`src/rtl/t_skew_pkg.sv`:
```
// rtl/t_skew_pkg.sv - shared types and helpers for the skew statistics engine
package t_skew_pkg;

  typedef enum logic [1:0] {IDLE, SETTLE, ACCUM, DONE} t_skew_stats_state_e;

  // Shared with the upstream sampler so both ends agree on the code width.
  function automatic int skew_code_width(input int stages);
    return $clog2(stages + 1);
  endfunction

endpackage

```
`src/rtl/t_skew_stats_if.sv`:
```
// rtl/t_skew_stats_if.sv - skew sample input, start/busy and result handshake bundle
interface t_skew_stats_if #(
  parameter int STAGES   = 64,
  parameter int LOG2_WIN = 8
);
  import t_skew_pkg::*;

  localparam int CODE_W = skew_code_width(STAGES);

  logic [CODE_W-1:0] skew_code;
  logic              start;
  logic              busy;
  logic              res_valid;
  logic              res_ack;
  logic [CODE_W-1:0] min_code;
  logic [CODE_W-1:0] max_code;
  logic [CODE_W-1:0] mean_code;
  logic [CODE_W-1:0] span_code;
  logic [LOG2_WIN:0] sat_count;

  modport master (
    output skew_code, start, res_ack,
    input  busy, res_valid, min_code, max_code, mean_code, span_code, sat_count
  );

  modport slave (
    input  skew_code, start, res_ack,
    output busy, res_valid, min_code, max_code, mean_code, span_code, sat_count
  );

endinterface

```
`src/rtl/t_skew_minmax.sv`:
```
// rtl/t_skew_minmax.sv - running min/max tracker with clear and update strobes
module t_skew_minmax #(
  parameter int W        = 7,
  parameter int MIN_INIT = 64
) (
  input  logic         clk,
  input  logic         rst,
  input  logic         clr,
  input  logic         upd,
  input  logic [W-1:0] sample,
  output logic [W-1:0] min_q,
  output logic [W-1:0] max_q,
  output logic [W-1:0] min_nxt,
  output logic [W-1:0] max_nxt
);

  // Look-ahead values let the owner capture a result that includes this sample.
  always_comb begin
    min_nxt = (sample < min_q) ? sample : min_q;
    max_nxt = (sample > max_q) ? sample : max_q;
  end

  always_ff @(posedge clk or posedge rst) begin
    if (rst) begin
      min_q <= '0;
      max_q <= '0;
    end else if (clr) begin
      min_q <= W'(MIN_INIT);
      max_q <= '0;
    end else if (upd) begin
      min_q <= min_nxt;
      max_q <= max_nxt;
    end
  end

endmodule

```
`src/rtl/t_skew_stats.sv`:
```
// rtl/t_skew_stats.sv - windowed min/max/mean/span/saturation statistics on the skew code
module t_skew_stats #(
  parameter int STAGES   = 64,
  parameter int LOG2_WIN = 8,
  parameter int SETTLE   = 2
) (
  input  logic          clk,
  input  logic          rst,
  t_skew_stats_if.slave bus
);
  import t_skew_pkg::*;

  localparam int CODE_W = skew_code_width(STAGES);
  localparam int SUM_W  = CODE_W + LOG2_WIN;
  localparam int CNT_W  = LOG2_WIN + 1;
  localparam logic [CNT_W-1:0]  WIN      = CNT_W'(2 ** LOG2_WIN);
  localparam logic [CODE_W-1:0] CODE_MAX = CODE_W'(STAGES);

  t_skew_stats_state_e state_q, state_d;
  logic [3:0]        settle_q;
  logic [CNT_W-1:0]  cnt_q;
  logic [SUM_W-1:0]  sum_q, sum_nxt;
  logic [CNT_W-1:0]  sat_q, sat_nxt;
  logic [CODE_W-1:0] sample_q;
  logic [CODE_W-1:0] min_q, max_q, min_nxt, max_nxt;
  logic              clr, upd, load;
  logic              busy_q, valid_q;
  logic [CODE_W-1:0] min_r, max_r, mean_r, span_r;
  logic [CNT_W-1:0]  sat_r;

  always_ff @(posedge clk or posedge rst) begin
    if (rst) state_q <= IDLE;
    else     state_q <= state_d;
  end

  always_comb begin
    state_d = state_q;
    case (state_q)
      IDLE:               if (bus.start) state_d = (SETTLE == 0) ? ACCUM : t_skew_pkg::SETTLE;
      t_skew_pkg::SETTLE: if (settle_q == 4'd1) state_d = ACCUM;
      ACCUM:              if (cnt_q == WIN) state_d = DONE;
      DONE:               if (bus.res_ack) state_d = IDLE;
      default:            state_d = IDLE;
    endcase
  end

  // First ACCUM cycle only primes sample_q; the next WIN cycles accumulate it.
  always_comb begin
    clr  = (state_q == IDLE) && bus.start;
    upd  = (state_q == ACCUM) && (cnt_q != '0);
    load = (state_q == ACCUM) && (cnt_q == WIN);
  end

  assign sum_nxt = sum_q + SUM_W'(sample_q);
  assign sat_nxt = sat_q + CNT_W'(sample_q == CODE_MAX);

  always_ff @(posedge clk or posedge rst) begin
    if (rst) begin
      sample_q <= '0;
      settle_q <= '0;
      cnt_q    <= '0;
      sum_q    <= '0;
      sat_q    <= '0;
    end else begin
      sample_q <= bus.skew_code;
      if (clr) begin
        settle_q <= 4'(SETTLE);
        cnt_q    <= '0;
        sum_q    <= '0;
        sat_q    <= '0;
      end else begin
        if (state_q == t_skew_pkg::SETTLE) settle_q <= settle_q - 4'd1;
        if (state_q == ACCUM) cnt_q <= cnt_q + CNT_W'(1);
        if (upd) begin
          sum_q <= sum_nxt;
          sat_q <= sat_nxt;
        end
      end
    end
  end

  t_skew_minmax #(.W(CODE_W), .MIN_INIT(STAGES)) u_minmax (
    .clk     (clk),
    .rst     (rst),
    .clr     (clr),
    .upd     (upd),
    .sample  (sample_q),
    .min_q   (min_q),
    .max_q   (max_q),
    .min_nxt (min_nxt),
    .max_nxt (max_nxt)
  );

  always_ff @(posedge clk or posedge rst) begin
    if (rst) begin
      busy_q  <= 1'b0;
      valid_q <= 1'b0;
      min_r   <= '0;
      max_r   <= '0;
      mean_r  <= '0;
      span_r  <= '0;
      sat_r   <= '0;
    end else begin
      busy_q <= (state_d != IDLE);
      if (load) begin
        valid_q <= 1'b1;
        min_r   <= min_nxt;
        max_r   <= max_nxt;
        mean_r  <= sum_nxt[SUM_W-1:LOG2_WIN];
        span_r  <= max_nxt - min_nxt;
        sat_r   <= sat_nxt;
      end else if ((state_q == DONE) && bus.res_ack) begin
        valid_q <= 1'b0;
      end
    end
  end

  assign bus.busy      = busy_q;
  assign bus.res_valid = valid_q;
  assign bus.min_code  = min_r;
  assign bus.max_code  = max_r;
  assign bus.mean_code = mean_r;
  assign bus.span_code = span_r;
  assign bus.sat_count = sat_r;

endmodule

```
`src/flat_wrapper.sv`:
```
// flat-port wrapper written by rule: the top's interface ports become plain ports
module t_skew_stats_flat import t_skew_pkg::*;
#(
  parameter int STAGES   = 64,
  parameter int LOG2_WIN = 8,
  parameter int SETTLE   = 2
)
  (clk, rst, bus_skew_code, bus_start, bus_res_ack, bus_busy, bus_res_valid, bus_min_code, bus_max_code, bus_mean_code, bus_span_code, bus_sat_count);
  t_skew_stats_if #(.STAGES(STAGES), .LOG2_WIN(LOG2_WIN)) bus_i ();
  input  logic clk;
  input  logic rst;
  input wire logic [$bits(bus_i.skew_code)-1:0] bus_skew_code;
  input wire logic [$bits(bus_i.start)-1:0] bus_start;
  input wire logic [$bits(bus_i.res_ack)-1:0] bus_res_ack;
  output wire logic [$bits(bus_i.busy)-1:0] bus_busy;
  output wire logic [$bits(bus_i.res_valid)-1:0] bus_res_valid;
  output wire logic [$bits(bus_i.min_code)-1:0] bus_min_code;
  output wire logic [$bits(bus_i.max_code)-1:0] bus_max_code;
  output wire logic [$bits(bus_i.mean_code)-1:0] bus_mean_code;
  output wire logic [$bits(bus_i.span_code)-1:0] bus_span_code;
  output wire logic [$bits(bus_i.sat_count)-1:0] bus_sat_count;
  assign bus_i.skew_code = bus_skew_code;
  assign bus_i.start = bus_start;
  assign bus_i.res_ack = bus_res_ack;
  assign bus_busy = bus_i.busy;
  assign bus_res_valid = bus_i.res_valid;
  assign bus_min_code = bus_i.min_code;
  assign bus_max_code = bus_i.max_code;
  assign bus_mean_code = bus_i.mean_code;
  assign bus_span_code = bus_i.span_code;
  assign bus_sat_count = bus_i.sat_count;
  t_skew_stats #(.STAGES(STAGES), .LOG2_WIN(LOG2_WIN), .SETTLE(SETTLE)) u_core (.clk(clk), .rst(rst), .bus(bus_i));
endmodule
```
`config.mk`:
```
export PLATFORM = sky130hd
export DESIGN_NAME = t_skew_stats_flat
export DESIGN_NICKNAME = d
export VERILOG_FILES = /design/src/rtl/t_skew_pkg.sv /design/src/rtl/t_skew_stats_if.sv /design/src/rtl/t_skew_minmax.sv /design/src/rtl/t_skew_stats.sv /design/src/flat_wrapper.sv
export SDC_FILE = /design/constraint.sdc
export NUM_CORES = 1
export LEC_CHECK = 0
export CAP_MARGIN = 20
export CORE_ASPECT_RATIO = 1.75
export CORE_MARGIN = 1
export CORE_UTILIZATION = 45
export DETAILED_ROUTE_END_ITERATION = 8
export GPL_ROUTABILITY_DRIVEN = 0
export PLACE_DENSITY = 0.62
export SYNTH_ARGS = -nofsm -noshare
export SYNTH_HDL_FRONTEND = slang
export SYNTH_SLANG_ARGS = --single-unit
export TNS_END_PERCENT = 10
```
`constraint.sdc`:
```
create_clock -name clk -period 4.51 [get_ports clk]
set_input_delay 0.451 -clock clk [delete_from_list [all_inputs] [get_ports clk]]
set_output_delay 0.451 -clock clk [all_outputs]
set_load 0.05 [all_outputs]
```
==> reports/metrics.csv, run 1 <==
stage;metric;value;unit
run_status;outcome;finished clean;
placement;port_buffers;49;
setup_path;cp_slowest_cell;dfrtp_1;
finish;final_util;0.5489;
detailed_routing;totalWireLength;11560;um
detailed_routing;drc;0;
power_and_ir_drop;p_per_area;560.4;nW/um^2
yosys;yosysTopAreaCell;dfrtp_1;
setup_path;worstPathMaxFanout;9;
timing;slew_headroom;0.3255;
finish;fillers;1000;
yosys;synth_top_flop_cell;dfrtp_1;
yosys;yosys.area_share.simple;0.1795;
grt;track_usage;0.2060;
die;die_area;12000;sq um
yosys;yosysUniqueCellTypes;51;
yosys;synthXorXnorAreaFrac;0.03971;
die;io_pins;50;
placement;place_hpwl;8158;um
timing;fin_crit_sh;0.7656;
setup_path;max_stage_delay;0.53;ns
detailed_routing;via_per_inst;5.448;
timing;slew_viol_final;0;
setup_path;worstPathCellList;ha_1, nand3b_1, a21o_1, a21oi_2, nor2_1, a21oi_1, inv_1, ha_1, nor2b_1, o21ai_0, a21oi_1, o21a_1, o21a_1, o31ai_1;
yosys;syn_inst;557;
yosys;synth_seq_cells;99;
finish;diodes;0;
power_and_ir_drop;ir_worst_vdd;0.0003362;V
cts;cts_inserted_buffers;9;
timing;rsz0062_at_grt;false;
setup_path;critPathCaptureType;register;
die;die_w;83.25;um
cts;clock_path_buffers;2;
finish;areaGrowthSynthToFinish;17.91;%
yosys;ys_warn_count;0;
finish;mostFrequentLayoutCell;nand2_1;
grt;gr-total-overflow;0;
detailed_routing;drt-initial-drc-count;195;
setup_path;critPathBufInv;1;
timing;setup_violations;0;
timing;worst_pin_slew;1.012;ns
detailed_routing;firstDrtPassIters;4;
yosys;synth_edf_count;0;
grt;grt_pass1_vias;4003;
detailed_routing;wire_per_inst;15.74;um
yosys;yosys-top-cells-area;dfrtp_1 48%, ha_1 7.7%, nand2_1 7.4%;
yosys;synth_nets;602;
yosys;synth_top_family_by_area;simple AND/OR/NAND/NOR gates;
setup_path;crit_family;compound AO/OA/AOI/OAI gates;
cts;clock_latency;0.35;ns
setup_path;critPathKind;reg -> reg;
timing;clock_skew;0.01021;ns
finish;multi_input_comb_area;2491;sq um
die;die_height;144.2;um
cts;cts.sinks;99;
power_and_ir_drop;p_leak;2.811;nW
yosys;synthAdderAreaFrac;0.08472;
cts;path_clk_slew;0.07;ns
die;start_util;0.4655;
finish;drive_gt1_frac;0.06146;
detailed_routing;via_count;3999;
setup_path;crit_arrival;3.70;ns
yosys;ys_seq_area_frac;0.4765;
yosys;avgSynthCellArea;9.333;sq um
timing;post-route-min-period;3.453;ns
die;design.core.area;11170;sq um
cts;postCtsHoldBufs;0;
detailed_routing;antenna_left;0;
finish;regArea;2477;sq um
cts;htree_levels;3;
yosys;synthArstFlopShare;1.000;
grt;grt_first_pass_wirelength;19340;um
cts;cts_root_buffer;clkbuf_16;
setup_path;cp_data_required_time;4.76;ns
timing;finalSetupTns;0;ns
cts;post_cts_buffers;0;
grt;grt_start_max_net_pins;81;
yosys;synth_compound_area_frac;0.1560;
yosys;synth_top_area_frac;0.4765;
finish;final_cell_mix;103 x nand2_1, 99 x dfrtp_1, 66 x o21ai_0;
flow_run;cap_violations;0;
die;rows;51;
grt;antenna_found_initial;0;
cts;cts_tree;yes;
finish;fin_nets;642;
worst_hold_path;hp-class;in -> async;
cts;post_cts_resized;0;
setup_path;worstSetupStartpointType;register;
yosys;muxShareOfSynthArea;0.01853;
timing;fmax;289.6;MHz
yosys;synthesis.area;5199;sq um
timing;hold_viol;0;
[area by class of cell]
class | instances | share of cell area
clock buffer | 9 | 0.03674
sequential | 99 | 0.4042
inverter | 26 | 0.01633
timing repair buffer | 54 | 0.08941
tap | 132 | 0.02694
clock inverter | 7 | 0.02000
multi-input combinational | 407 | 0.4064
[metal layers]
layer	GRT usage	wire length, um
met5	0	0
met4	0.07260	138
met3	0.03938	254
met2	0.3999	6306
met1	0.2198	4858
[cells in the mapped netlist, types with 2 or more instances]
| cell type | count |
|---|---|
| fa_1 | 2 |
| a21o_1 | 4 |
| buf_6 | 3 |
| buf_4 | 2 |
| mux2_2 | 5 |
| inv_1 | 26 |
| and2_1 | 2 |
| dfrtp_1 | 99 |
| a22o_1 | 3 |
| mux2i_1 | 4 |
| a31oi_1 | 4 |
| o21a_1 | 5 |
| o21ai_1 | 4 |
| and3_1 | 10 |
| a21oi_2 | 2 |
| o211ai_1 | 3 |
| nand2b_1 | 3 |
| nor2b_1 | 4 |
| o31ai_1 | 14 |
| ha_1 | 32 |
| clkbuf_1 | 10 |
| or3_1 | 3 |
| or4_1 | 2 |
| and2_0 | 2 |
| o21ai_0 | 66 |
| buf_2 | 9 |
| nand3_1 | 31 |
| nor3_1 | 2 |
| a21oi_1 | 20 |
| nor2_1 | 31 |
| a211o_1 | 2 |
| nand4_1 | 4 |
| and2_4 | 2 |
| nand2_1 | 103 |
| xnor2_1 | 13 |
| xor2_1 | 8 |
| o21bai_1 | 3 |
| or2_2 | 2 |
[state kept, by name (all words and copies together), names as in the netlist]
signal	cells
u_core.bus.max_code	7
u_core.sample_q	7
u_core.u_minmax.max_q	7
u_core.bus.mean_code	7
u_core.bus.busy	1
u_core.bus.sat_count	9
u_core.sum_q	15
u_core.bus.min_code	7
u_core.u_minmax.min_q	7
u_core.state_q	2
u_core.bus.span_code	7
u_core.bus.res_valid	1
u_core.settle_q	4
u_core.sat_q	9
u_core.cnt_q	9
[power by group]
part / internal, mW / switching (mW)
logic: 0.515 / 0.830
registers: 1.06 / 0.134
clock network: 0.546 / 0.345
total: 2.13 / 1.31
[final timing paths]
| path | start | to | slack [ns] | cells after the start |
|---|---|---|---|---|
| min in group clk | u_core.bus.max_code[2]$_DFFE_PP0P_ | u_core.bus.max_code[2]$_DFFE_PP0P_ | 0.47 | 2 |
| max in group asynchronous | rst | u_core.bus.mean_code[0]$_DFFE_PP0P_ | 3.17 | 4 |
| max | u_core.sample_q[1]$_DFF_PP0_ | u_core.bus.span_code[5]$_DFFE_PP0P_ | 1.06 | 14 |
| min reg2reg | u_core.bus.max_code[2]$_DFFE_PP0P_ | u_core.bus.max_code[2]$_DFFE_PP0P_ | 0.47 | 2 |
| max reg2reg | u_core.sample_q[1]$_DFF_PP0_ | u_core.bus.span_code[5]$_DFFE_PP0P_ | 1.06 | 14 |
| min | rst | u_core.bus.res_valid$_DFFE_PP0P_ | 0.44 | 2 |
[cells by family (layout without fill, tap and decap cells)]
kind of cell	count (synthesis)	in the layout
adders and majority gates	34	34
DFF	99	99
xor gates and xnor gates	22	22
and+or+nand+nor	206	206
muxes	9	9
buffers and inverters	51	96
AOI/OAI and AO/OA	136	136
[stage by stage]
stage	std cells	power (mW)	area [sq um]	setup slack, ns	hold slack, ns
2_1_floorplan	557	2.191	5199	1.469	0.4575
3_3_place_gp	717	2.514	5754	1.172	0.4586
3_5_place_dp	717	2.553	5754	1.092	0.4619
4_1_cts	733	3.467	6102	1.055	0.4793
5_1_grt	734	3.665	6130	0.8656	0.4655
6_report	734	3.435	6130	1.057	0.4427
Power figures use the tool's default switching activity.
==> run 2, diff against run 1 <==
==> constraint.sdc (replaced) <==
create_clock -name clk -period 3.43 [get_ports clk]
set_input_delay 0.343 -clock clk [delete_from_list [all_inputs] [get_ports clk]]
set_output_delay 0.343 -clock clk [all_outputs]
set_load 0.05 [all_outputs]
==> reports/metrics.csv, run 2 (same netlist as run 1, synthesis figures left out) <==
stage;metric;value;unit
grt;gr-total-overflow;0;
setup_path;worstPathMaxFanout;8;
setup_path;critPathBufInv;0;
power_and_ir_drop;power_switching;1.709;mW
timing;worst_pin_slew;1.033;ns
timing;slew_viol_final;0;
timing;clock_skew;0.007810;ns
detailed_routing;highest-signal-layer;met4;
finish;multi_input_comb_area;2502;sq um
finish;areaGrowthSynthToFinish;18.53;%
die;rows;51;
setup_path;worstSetupStartpointType;register;
timing;post-route-min-period;3.155;ns
grt;grt_pass1_vias;4121;
setup_path;ff2ff_setup_slack;0.27;ns
power_and_ir_drop;combinationalPowerShare;0.413;
cts;clock_latency;0.35;ns
timing;setup_violations;0;
cts;clock_path_buffers;2;
power_and_ir_drop;p_int;2.719;mW
worst_hold_path;hp-class;in -> reg;
timing;finalSetupTns;0;ns
setup_path;max_stage_delay;0.47;ns
power_and_ir_drop;seq_power_share;0.355;
grt;grt_start_max_net_pins;64;
die;design.core.area;11170;sq um
finish;final_cell_mix;103 x nand2_1, 99 x dfrtp_1, 66 x o21ai_0;
finish;top_register;u_core.sum_q;
die;die_height;144.2;um
setup_path;worstPathCellList;ha_1, a21oi_1, o21ai_0, a21oi_1, mux2_2, ha_1, fa_1, o21ai_0, a211oi_1, xnor3_1, o21ai_1;
finish;largest_register_ff_count;15;
placement;port_buffers;49;
setup_path;crit_family;adder cells;
timing;fin_crit_sh;0.9198;
cts;cts.sinks;99;
finish;diodes;0;
cts;post_cts_buffers;0;
setup_path;cp_data_required_time;3.62;ns
power_and_ir_drop;power;4.428;mW
timing;holdWs;0.4373;ns
setup_path;crit_arrival;3.35;ns
power_and_ir_drop;clock_power_share;0.232;
power_and_ir_drop;switching_share;0.3859;
flow_run;cap_violations;0;
finish;fillers;993;
die;start_util;0.4655;
cts;cts_inserted_buffers;9;
detailed_routing;dr_wl_met2;6166;um
setup_path;critPathCaptureType;register;
grt;antenna_found_initial;0;
die;io_pins;50;
setup_path;critPathKind;reg -> reg;
cts;htree_levels;3;
cts;cts_tree;yes;
finish;mostFrequentLayoutCell;nand2_1;
placement;place_hpwl;8471;um
die;die_area;12000;sq um
timing;slew_headroom;0.3114;
detailed_routing;drt-initial-drc-count;197;
cts;cts_root_buffer;clkbuf_16;
finish;fin_nets;652;
power_and_ir_drop;p_per_area;718.6;nW/um^2
run_status;outcome;finished clean;
power_and_ir_drop;p_leak;2.849;nW
detailed_routing;wl_met1;4812;um
grt;grt_first_pass_wirelength;19730;um
finish;regArea;2477;sq um
timing;fin_ws;0.2750;ns
timing;fmax;317.0;MHz
setup_path;timing.rr.start;u_core.sample_q[4]$_DFF_PP0_;
detailed_routing;drc;0;
detailed_routing;via_per_inst;5.406;
finish;drive_gt1_frac;0.07692;
placement;pre_cts_ws;0.2323;ns
setup_path;crit_start;u_core.sample_q[4]$_DFF_PP0_;
detailed_routing;firstDrtPassIters;4;
die;die_w;83.25;um
cts;postCtsHoldBufs;0;
worst_hold_path;hp-start;bus_skew_code[1];
detailed_routing;totalWireLength;11530;um
timing;hold_viol;0;
detailed_routing;via_count;4017;
setup_path;cp_slowest_cell;dfrtp_1;
grt;track_usage;0.2093;
detailed_routing;wl_met3;247;um
power_and_ir_drop;ir_worst_vdd;0.0004692;V
cts;path_clk_slew;0.07;ns
timing;rsz0062_at_grt;false;
detailed_routing;wire_per_inst;15.52;um
detailed_routing;antenna_left;0;
[run 2: cell types whose count changed in the layout (fill, tap and decap cells not counted), moves of 2 or more]
cell        before  now
buf_4            4   14
bufinv_16        3    1
clkbuf_8         0    2
clkinv_2         0    2
clkinvlp_4       2    0
[run 2: metrics by stage]
step / cells / util / area (sq um)
floorplan: 557 / - / 5199
global placement: 728 / 0.5238 / 5849
detailed placement: 728 / 0.5238 / 5849
CTS: 743 / 0.5508 / 6151
global route: 743 / 0.5518 / 6162
finish: 743 / 0.5518 / 6162
[run 2: timing repair]
item | CTS | global route
resized for setup | 0 | 2
endpoints found under the hold margin | 0 | 0
setup endpoints to repair | 0 | 1
[run 2: worst register-to-register path: cells and delay by family (launching register included)]
kind / cells / cell delay, ns
AOI/OAI and AO/OA: 6 / 0.96
DFF: 1 / 0.47
adders and majority gates: 3 / 0.96
xor gates and xnor gates: 1 / 0.22
muxes: 1 / 0.39
[run 2: final cells by class]
| class | instances | area share |
|---|---|---|
| Inverter | 26 | 0.01624 |
| Clock buffer | 11 | 0.04102 |
| Sequential cell | 99 | 0.4020 |
| Timing Repair Buffer | 64 | 0.09990 |
| Tap cell | 132 | 0.02680 |
| Clock inverter | 4 | 0.007919 |
| Multi-Input combinational cell | 407 | 0.4061 |
[run 2: power groups by stage]
stage	registers, mW	clock network [mW]	logic [mW]
after floorplan	1.83	0	1.05
after global placement	1.59	0	1.76
after detailed placement	1.59	0	1.82
after CTS	1.57	1.06	1.83
after global routing	1.61	1.11	2.02
final	1.57	1.03	1.83
[run 2: final timing paths]
check | endpoint | cells after the start
max | u_core.bus.span_code[6]$_DFFE_PP0P_ | 11
min | u_core.sample_q[1]$_DFF_PP0_ | 1
max reg2reg | u_core.bus.span_code[6]$_DFFE_PP0P_ | 11
min reg2reg | u_core.bus.max_code[3]$_DFFE_PP0P_ | 2
max in group asynchronous | u_core.bus.sat_count[4]$_DFFE_PP0P_ | 3
min in group asynchronous | u_core.bus.res_valid$_DFFE_PP0P_ | 2
[run 2: layer usage]
metal  track usage  up-vias
met3       0.03653       21
met5             0        -
met4       0.08984        0
met2        0.3986       56
met1        0.2256     1927
li1              -     2013
